$ cat config.mk
export PLATFORM = sky130hd
export DESIGN_NAME = sap_control_sequencer_flat
export DESIGN_NICKNAME = d
export VERILOG_FILES = /design/src/rtl/sap_pkg.sv /design/src/rtl/sap_control_sequencer_if.sv /design/src/rtl/step_edge_sync.sv /design/src/rtl/sap_control_sequencer.sv /design/src/flat_wrapper.sv
export SDC_FILE = /design/constraint.sdc
export NUM_CORES = 1
export LEC_CHECK = 0
export CAP_MARGIN = 20
export CORE_AREA = 4 4 46 48
export CTS_CLUSTER_SIZE = 20
export DETAILED_ROUTE_END_ITERATION = 16
export DIE_AREA = 0 0 50 52
export PLACE_DENSITY = 0.78
export SKIP_LAST_GASP = 1
export SLEW_MARGIN = 20
export SYNTH_ARGS = -nofsm -noshare
export SYNTH_HDL_FRONTEND = slang
export SYNTH_HIERARCHICAL = 1
export SYNTH_SLANG_ARGS = --single-unit
$ cat constraint.sdc
create_clock -name clk -period 2.4 [get_ports clk]
set_input_delay 0.36 -clock clk [delete_from_list [all_inputs] [get_ports clk]]
set_output_delay 0.36 -clock clk [all_outputs]
set_load 0.1 [all_outputs]
$ cat src/rtl/sap_pkg.sv
// Shared definitions for the SAP control sequencer.
// Opcodes, T-state encoding and the internal active-high control bundle.
package sap_pkg;

  localparam int T_STATES_DEFAULT    = 5;
  localparam int SYNC_STAGES_DEFAULT = 2;

  typedef enum logic [2:0] {
    T0 = 3'd0,
    T1 = 3'd1,
    T2 = 3'd2,
    T3 = 3'd3,
    T4 = 3'd4
  } tstate_e;

  localparam logic [3:0] OP_NOP = 4'h0;
  localparam logic [3:0] OP_LDA = 4'h1;
  localparam logic [3:0] OP_ADD = 4'h2;
  localparam logic [3:0] OP_SUB = 4'h3;
  localparam logic [3:0] OP_STA = 4'h4;
  localparam logic [3:0] OP_LDI = 4'h5;
  localparam logic [3:0] OP_JMP = 4'h6;
  localparam logic [3:0] OP_JC  = 4'h7;
  localparam logic [3:0] OP_JZ  = 4'h8;
  localparam logic [3:0] OP_OUT = 4'hE;
  localparam logic [3:0] OP_HLT = 4'hF;

  typedef struct packed {
    logic oe_pc;
    logic oe_ram;
    logic oe_ir;
    logic oe_a;
    logic oe_alu;
    logic ld_mar;
    logic ld_ir;
    logic ld_a;
    logic ld_b;
    logic ld_out;
    logic ld_pc;
    logic ld_flags;
    logic we_ram;
    logic pc_inc;
    logic alu_sub;
  } ctrl_t;

endpackage

$ cat src/rtl/sap_control_sequencer_if.sv
// Bus-control bundle between the sequencer and the datapath registers.
// Strobes are active-low, as the bus registers expect.
interface sap_control_sequencer_if;

  logic [7:0] instr;
  logic       flag_c;
  logic       flag_z;
  logic       manual;
  logic       step;

  logic       n_oe_pc;
  logic       n_oe_ram;
  logic       n_oe_ir;
  logic       n_oe_a;
  logic       n_oe_alu;
  logic       n_load_mar;
  logic       n_load_ir;
  logic       n_load_a;
  logic       n_load_b;
  logic       n_load_out;
  logic       n_load_pc;
  logic       n_load_flags;
  logic       n_we_ram;
  logic       pc_inc;
  logic       alu_sub;
  logic       halt;
  logic [2:0] tstate;

  modport master (
    input  instr, flag_c, flag_z,
    input  manual, step,
    output n_oe_pc, n_oe_ram, n_oe_ir,
    output n_oe_a, n_oe_alu,
    output n_load_mar, n_load_ir,
    output n_load_a, n_load_b,
    output n_load_out, n_load_pc,
    output n_load_flags, n_we_ram,
    output pc_inc, alu_sub,
    output halt, tstate
  );

  modport slave (
    output instr, flag_c, flag_z,
    output manual, step,
    input  n_oe_pc, n_oe_ram, n_oe_ir,
    input  n_oe_a, n_oe_alu,
    input  n_load_mar, n_load_ir,
    input  n_load_a, n_load_b,
    input  n_load_out, n_load_pc,
    input  n_load_flags, n_we_ram,
    input  pc_inc, alu_sub,
    input  halt, tstate
  );

endinterface

$ cat src/rtl/step_edge_sync.sv
// Synchroniser for the asynchronous step button plus rising-edge
// detector; emits a single-cycle pulse per synchronised press.
module step_edge_sync
  import sap_pkg::*;
#(
  parameter int SYNC_STAGES = SYNC_STAGES_DEFAULT
) (
  input  logic clk,
  input  logic rst,
  input  logic i_step,
  output logic o_pulse
);

  logic [SYNC_STAGES-1:0] r_sync;
  logic                   r_prev;

  always_ff @(posedge clk) begin
    if (rst) begin
      r_sync <= '0;
      r_prev <= 1'b0;
    end else begin
      r_sync <= {r_sync[SYNC_STAGES-2:0], i_step};
      r_prev <= r_sync[SYNC_STAGES-1];
    end
  end

  assign o_pulse = r_sync[SYNC_STAGES-1] & ~r_prev;

endmodule

$ cat src/rtl/sap_control_sequencer.sv
// SAP control sequencer: T-state counter, halt latch and microcode
// decode driving the active-low bus strobes.
module sap_control_sequencer
  import sap_pkg::*;
#(
  parameter int T_STATES    = T_STATES_DEFAULT,
  parameter int SYNC_STAGES = SYNC_STAGES_DEFAULT
) (
  input logic                     clk,
  input logic                     rst,
  sap_control_sequencer_if.master bus
);

  localparam logic [2:0] LAST = 3'(T_STATES - 1);

  tstate_e    r_tstate;
  logic       r_halt;
  logic       w_pulse;
  logic       w_adv;
  logic       w_oe_en;
  logic       w_ld_en;
  logic [3:0] w_op;
  logic       w_unused_operand;
  ctrl_t      w_c;

  step_edge_sync #(
    .SYNC_STAGES(SYNC_STAGES)
  ) u_step (
    .clk    (clk),
    .rst    (rst),
    .i_step (bus.step),
    .o_pulse(w_pulse)
  );

  assign w_op             = bus.instr[7:4];
  assign w_unused_operand = ^bus.instr[3:0];

  assign w_adv   = ~r_halt & (bus.manual ? w_pulse : 1'b1);
  assign w_oe_en = ~rst;
  assign w_ld_en = w_adv & ~rst;

  // HLT freezes the counter on T2 instead of advancing.
  always_ff @(posedge clk) begin
    if (rst) begin
      r_tstate <= T0;
      r_halt   <= 1'b0;
    end else if (w_adv) begin
      if (r_tstate == T2 && w_op == OP_HLT) begin
        r_halt <= 1'b1;
      end else if (r_tstate == tstate_e'(LAST)) begin
        r_tstate <= T0;
      end else begin
        r_tstate <= tstate_e'(r_tstate + 3'd1);
      end
    end
  end

  always_comb begin
    w_c = '0;
    unique case (r_tstate)
      T0: begin
        w_c.oe_pc  = 1'b1;
        w_c.ld_mar = 1'b1;
      end
      T1: begin
        w_c.oe_ram = 1'b1;
        w_c.ld_ir  = 1'b1;
        w_c.pc_inc = 1'b1;
      end
      T2: begin
        unique case (w_op)
          OP_LDA, OP_ADD, OP_SUB, OP_STA: begin
            w_c.oe_ir  = 1'b1;
            w_c.ld_mar = 1'b1;
          end
          OP_LDI: begin
            w_c.oe_ir = 1'b1;
            w_c.ld_a  = 1'b1;
          end
          OP_JMP: begin
            w_c.oe_ir = 1'b1;
            w_c.ld_pc = 1'b1;
          end
          OP_JC: begin
            w_c.oe_ir = bus.flag_c;
            w_c.ld_pc = bus.flag_c;
          end
          OP_JZ: begin
            w_c.oe_ir = bus.flag_z;
            w_c.ld_pc = bus.flag_z;
          end
          OP_OUT: begin
            w_c.oe_a   = 1'b1;
            w_c.ld_out = 1'b1;
          end
          default: ;
        endcase
      end
      T3: begin
        unique case (w_op)
          OP_LDA: begin
            w_c.oe_ram = 1'b1;
            w_c.ld_a   = 1'b1;
          end
          OP_ADD, OP_SUB: begin
            w_c.oe_ram = 1'b1;
            w_c.ld_b   = 1'b1;
          end
          OP_STA: begin
            w_c.oe_a   = 1'b1;
            w_c.we_ram = 1'b1;
          end
          default: ;
        endcase
      end
      T4: begin
        if (w_op == OP_ADD || w_op == OP_SUB) begin
          w_c.oe_alu   = 1'b1;
          w_c.ld_a     = 1'b1;
          w_c.ld_flags = 1'b1;
          w_c.alu_sub  = (w_op == OP_SUB);
        end
      end
      default: ;
    endcase
  end

  // Bus enables stay up while waiting; side-effecting strobes need adv.
  assign bus.n_oe_pc      = ~(w_c.oe_pc    & w_oe_en);
  assign bus.n_oe_ram     = ~(w_c.oe_ram   & w_oe_en);
  assign bus.n_oe_ir      = ~(w_c.oe_ir    & w_oe_en);
  assign bus.n_oe_a       = ~(w_c.oe_a     & w_oe_en);
  assign bus.n_oe_alu     = ~(w_c.oe_alu   & w_oe_en);
  assign bus.n_load_mar   = ~(w_c.ld_mar   & w_ld_en);
  assign bus.n_load_ir    = ~(w_c.ld_ir    & w_ld_en);
  assign bus.n_load_a     = ~(w_c.ld_a     & w_ld_en);
  assign bus.n_load_b     = ~(w_c.ld_b     & w_ld_en);
  assign bus.n_load_out   = ~(w_c.ld_out   & w_ld_en);
  assign bus.n_load_pc    = ~(w_c.ld_pc    & w_ld_en);
  assign bus.n_load_flags = ~(w_c.ld_flags & w_ld_en);
  assign bus.n_we_ram     = ~(w_c.we_ram   & w_ld_en);
  assign bus.pc_inc       =   w_c.pc_inc   & w_ld_en;
  assign bus.alu_sub      =   w_c.alu_sub  & w_oe_en;
  assign bus.halt         = r_halt;
  assign bus.tstate       = r_tstate;

endmodule
$ cat src/flat_wrapper.sv
// flat-port wrapper written by rule: the top's interface ports become plain ports
module sap_control_sequencer_flat import sap_pkg::*;
#(
  parameter int T_STATES    = T_STATES_DEFAULT,
  parameter int SYNC_STAGES = SYNC_STAGES_DEFAULT
)
  (clk, rst, bus_instr, bus_flag_c, bus_flag_z, bus_manual, bus_step, bus_n_oe_pc, bus_n_oe_ram, bus_n_oe_ir, bus_n_oe_a, bus_n_oe_alu, bus_n_load_mar, bus_n_load_ir, bus_n_load_a, bus_n_load_b, bus_n_load_out, bus_n_load_pc, bus_n_load_flags, bus_n_we_ram, bus_pc_inc, bus_alu_sub, bus_halt, bus_tstate);
  sap_control_sequencer_if bus_i ();
  input logic clk;
  input logic rst;
  input wire logic [$bits(bus_i.instr)-1:0] bus_instr;
  input wire logic [$bits(bus_i.flag_c)-1:0] bus_flag_c;
  input wire logic [$bits(bus_i.flag_z)-1:0] bus_flag_z;
  input wire logic [$bits(bus_i.manual)-1:0] bus_manual;
  input wire logic [$bits(bus_i.step)-1:0] bus_step;
  output wire logic [$bits(bus_i.n_oe_pc)-1:0] bus_n_oe_pc;
  output wire logic [$bits(bus_i.n_oe_ram)-1:0] bus_n_oe_ram;
  output wire logic [$bits(bus_i.n_oe_ir)-1:0] bus_n_oe_ir;
  output wire logic [$bits(bus_i.n_oe_a)-1:0] bus_n_oe_a;
  output wire logic [$bits(bus_i.n_oe_alu)-1:0] bus_n_oe_alu;
  output wire logic [$bits(bus_i.n_load_mar)-1:0] bus_n_load_mar;
  output wire logic [$bits(bus_i.n_load_ir)-1:0] bus_n_load_ir;
  output wire logic [$bits(bus_i.n_load_a)-1:0] bus_n_load_a;
  output wire logic [$bits(bus_i.n_load_b)-1:0] bus_n_load_b;
  output wire logic [$bits(bus_i.n_load_out)-1:0] bus_n_load_out;
  output wire logic [$bits(bus_i.n_load_pc)-1:0] bus_n_load_pc;
  output wire logic [$bits(bus_i.n_load_flags)-1:0] bus_n_load_flags;
  output wire logic [$bits(bus_i.n_we_ram)-1:0] bus_n_we_ram;
  output wire logic [$bits(bus_i.pc_inc)-1:0] bus_pc_inc;
  output wire logic [$bits(bus_i.alu_sub)-1:0] bus_alu_sub;
  output wire logic [$bits(bus_i.halt)-1:0] bus_halt;
  output wire logic [$bits(bus_i.tstate)-1:0] bus_tstate;
  assign bus_i.instr = bus_instr;
  assign bus_i.flag_c = bus_flag_c;
  assign bus_i.flag_z = bus_flag_z;
  assign bus_i.manual = bus_manual;
  assign bus_i.step = bus_step;
  assign bus_n_oe_pc = bus_i.n_oe_pc;
  assign bus_n_oe_ram = bus_i.n_oe_ram;
  assign bus_n_oe_ir = bus_i.n_oe_ir;
  assign bus_n_oe_a = bus_i.n_oe_a;
  assign bus_n_oe_alu = bus_i.n_oe_alu;
  assign bus_n_load_mar = bus_i.n_load_mar;
  assign bus_n_load_ir = bus_i.n_load_ir;
  assign bus_n_load_a = bus_i.n_load_a;
  assign bus_n_load_b = bus_i.n_load_b;
  assign bus_n_load_out = bus_i.n_load_out;
  assign bus_n_load_pc = bus_i.n_load_pc;
  assign bus_n_load_flags = bus_i.n_load_flags;
  assign bus_n_we_ram = bus_i.n_we_ram;
  assign bus_pc_inc = bus_i.pc_inc;
  assign bus_alu_sub = bus_i.alu_sub;
  assign bus_halt = bus_i.halt;
  assign bus_tstate = bus_i.tstate;
  sap_control_sequencer #(.T_STATES(T_STATES), .SYNC_STAGES(SYNC_STAGES)) u_core (.clk(clk), .rst(rst), .bus(bus_i));
endmodule
==> metrics.cfg <==
[placed_design]
gp_congestion=0.713
port_buffers=28
placedCellCount=139
hpwl_um=1540

[floorplanning]
num_rows=15
start_util=0.396
die_area_mm2=0.00260
fp.dieH_um=52
io_pins=33
coreArea_mm2=0.00171
die_x_um=50

[critical_path]
reg2reg_slack_ns=0.96
cp-end-kind=primary output
critPathArrivalTime_ns=1.93
critPathRequiredTime_ns=2.04
start_kind=input port
critPathKind=input port to primary output
r2r_cells=5
crit_fanout=7

[clocking]
root_buffer=clkbuf_4
worstSkewPairLatency_ns=0.24
numCtsBuffers=3
ctsHoldBuffers=0
clk_pin_slew_ns=0.05
h-tree-depth=1
tritoncts=done
clk_path_buf_depth=2
cts_num_sinks=7

[timing]
hold_slack_ns=0.450
setup_violations=0
rsz0062_at_grt=false
clock_skew_ns=0.00138
drv_slew=0
final.setup.tns_ns=0
finalHoldViolations=0
slew_headroom=0.694
period_needed_ns=2.29
worst_pin_slew_ns=0.458
max_freq_mhz=438
post-route-period-util=0.952

[routing]
drtPass1Iterations=4
ant_nets=0
top_layer=met3
drt_iter0_drc=6
wirelength_met1_um=717
drc=0
vias=717
via_per_inst=5.01
totalWireLength_um=1780
met3WireLength_um=112
wire_per_inst_um=12.4
met2_length_um=945

[layout]
antenna_cells=0
area_growth_pct=84.1
stdcell_count=143
fin_nets=138
drive_gt1_frac=0.398

[logic_synthesis]
netlist_instances=85
yosys.cell_types.count=33
synth_seq_area_share=0.207
synth_warnings=6
ys_seq_elements=7
synthesis.area_um2=676
syn_nets=104
post_synth.cell_area_avg_um2=7.95

[pwr]
p_leak_uw=0.000504
peakVddDrop_mv=0.482
p_per_area_mw_per_mm2=390

[grt]
grt_usage=0.149
grt_max_degree=12
grt_pass1_vias=736
grt_pass1_wl_um=3060
grt-ovfl-total=0
antenna_found_initial=0

[status]
status=finished, final reports clean

[flow_run]
cap_violations=0

[hold_path]
min_path_cells=1
hp-class=flip-flop to flip-flop

==> stage by stage <==
step | area (µm²) | power (µW) | worst slack, ns | utilization
floorplan | 767 | 309 | -0.410 | -
global placement | 1210 | 384 | 0.118 | 0.711
detailed placement | 1210 | 389 | 0.118 | 0.711
CTS | 1240 | 492 | 0.112 | 0.727
global route | 1240 | 514 | 0.0636 | 0.728
finish | 1240 | 485 | 0.115 | 0.728
==> layout make-up <==
cell class	count	area [µm²]
Inverter	6	27.5
Tap cell	25	31.3
Sequential cell	7	153
Clock buffer	4	26.3
Multi-Input combinational cell	69	553
Timing Repair Buffer	32	453
Fill cell	137	464
==> critical path: stages <==
cell and delay [ns]:
clkdlybuf4s50_1 0.52, or3_4 0.44, and4b_1 0.21, o211ai_2 0.18, buf_12 0.20
==> cell usage in the layout, fill, tap and decap left out, types with 2 or more instances in the layout <==
| cell type | netlist | layout |
|---|---|---|
| clkdlybuf4s50_1 | 0 | 8 |
| inv_1 | 6 | 3 |
| inv_4 | 0 | 2 |
| nor2b_1 | 7 | 7 |
| buf_4 | 0 | 8 |
| nand2b_1 | 5 | 5 |
| and2_1 | 3 | 3 |
| nand2_1 | 10 | 8 |
| dfxtp_4 | 0 | 3 |
| buf_12 | 0 | 15 |
| nand3_1 | 4 | 4 |
| o211ai_1 | 2 | 2 |
| nand2_2 | 0 | 2 |
| o21ai_0 | 4 | 3 |
| mux2i_1 | 4 | 4 |
| ha_4 | 0 | 3 |
| clkbuf_4 | 0 | 3 |
| nor2_1 | 6 | 5 |
| dfxtp_1 | 7 | 3 |
| ha_1 | 5 | 2 |
==> flip-flops by register name, indices dropped and copies added, names as in the netlist <==
register / cells
u_core/bus.halt: 1
u_core/bus.tstate: 3
u_core/u_step/r_prev: 1
u_core/u_step/r_sync: 2
==> synthesized netlist by cell type <==
| cell type | instances | area [µm²] |
|---|---|---|
| a211oi_4 | 1 | 20.0 |
| dfxtp_1 | 7 | 140 |
| and4b_4 | 1 | 13.8 |
| nor2b_2 | 1 | 8.76 |
| nand4_1 | 1 | 6.26 |
| nor4_2 | 1 | 12.5 |
| and3_1 | 1 | 6.26 |
| mux2i_1 | 4 | 40.0 |
| nand2b_1 | 5 | 31.3 |
| nor2_1 | 6 | 22.5 |
| a2111oi_0 | 1 | 8.76 |
| o211ai_2 | 1 | 12.5 |
| buf_6 | 1 | 11.3 |
| nand2_1 | 10 | 37.5 |
| a31oi_1 | 1 | 6.26 |
| o21ai_0 | 4 | 20.0 |
| buf_2 | 2 | 10.0 |
| and4b_1 | 1 | 10.0 |
| nor3_1 | 1 | 5.00 |
| nand3_1 | 4 | 20.0 |
| and3b_1 | 1 | 8.76 |
| nor3_2 | 1 | 10.0 |
| inv_1 | 6 | 22.5 |
| or3_4 | 1 | 11.3 |
| o211ai_1 | 2 | 15.0 |
| nor3b_1 | 1 | 7.51 |
| o32ai_1 | 1 | 8.76 |
| and2_1 | 3 | 18.8 |
| ha_1 | 5 | 62.6 |
| a21o_1 | 1 | 7.51 |
| nand3b_1 | 1 | 7.51 |
| nand4b_1 | 1 | 8.76 |
| nor2b_1 | 7 | 43.8 |
==> kinds of logic (layout without fill, tap and decap cells) <==
group / Yosys count / in the layout / share of synthesized area
AND/OR/NAND/NOR: 48 / 48 / 0.430
buffers and inverters: 9 / 42 / 0.0648
multiplexers: 4 / 4 / 0.0593
flip-flops: 7 / 7 / 0.207
AO/OA/AOI/OAI: 12 / 12 / 0.146
adder cells (fa/ha/maj): 5 / 5 / 0.0926
==> where the power goes <==
group | internal, µW | leakage [µW] | total, µW | switching (µW)
clock network | 63.0 | 0.0000150 | 99.4 | 36.4
logic | 91.4 | 0.000429 | 251 | 160
registers | 124 | 0.0000599 | 135 | 11.2
total | 278 | 0.000504 | 485 | 207
==> final timing paths <==
| kind | start | end |
|---|---|---|
| hold reg to reg | u_core/u_step/r_sync[0] | u_core/u_step/r_sync[1] |
| hold / removal | u_core/u_step/r_sync[0] | u_core/u_step/r_sync[1] |
| setup reg to reg | u_core/bus.tstate[0] | u_core/bus.tstate[1] |
| setup / recovery | bus_instr[5] | bus_n_load_mar |
==> layer usage <==
layer | track usage | up-vias
li1 | - | 365
met1 | 0.162 | 330
met2 | 0.287 | 22
met3 | 0.0229 | 0
met4 | 0.0553 | 0
met5 | 0 | -
==> timing repair <==
action	in CTS	in global routing
setup buffers	0	0
endpoints found under the setup margin	0	1
gates resized for setup	0	1
endpoints found under the hold margin	0	0
No activity file was read; power rests on OpenSTA's default activity.
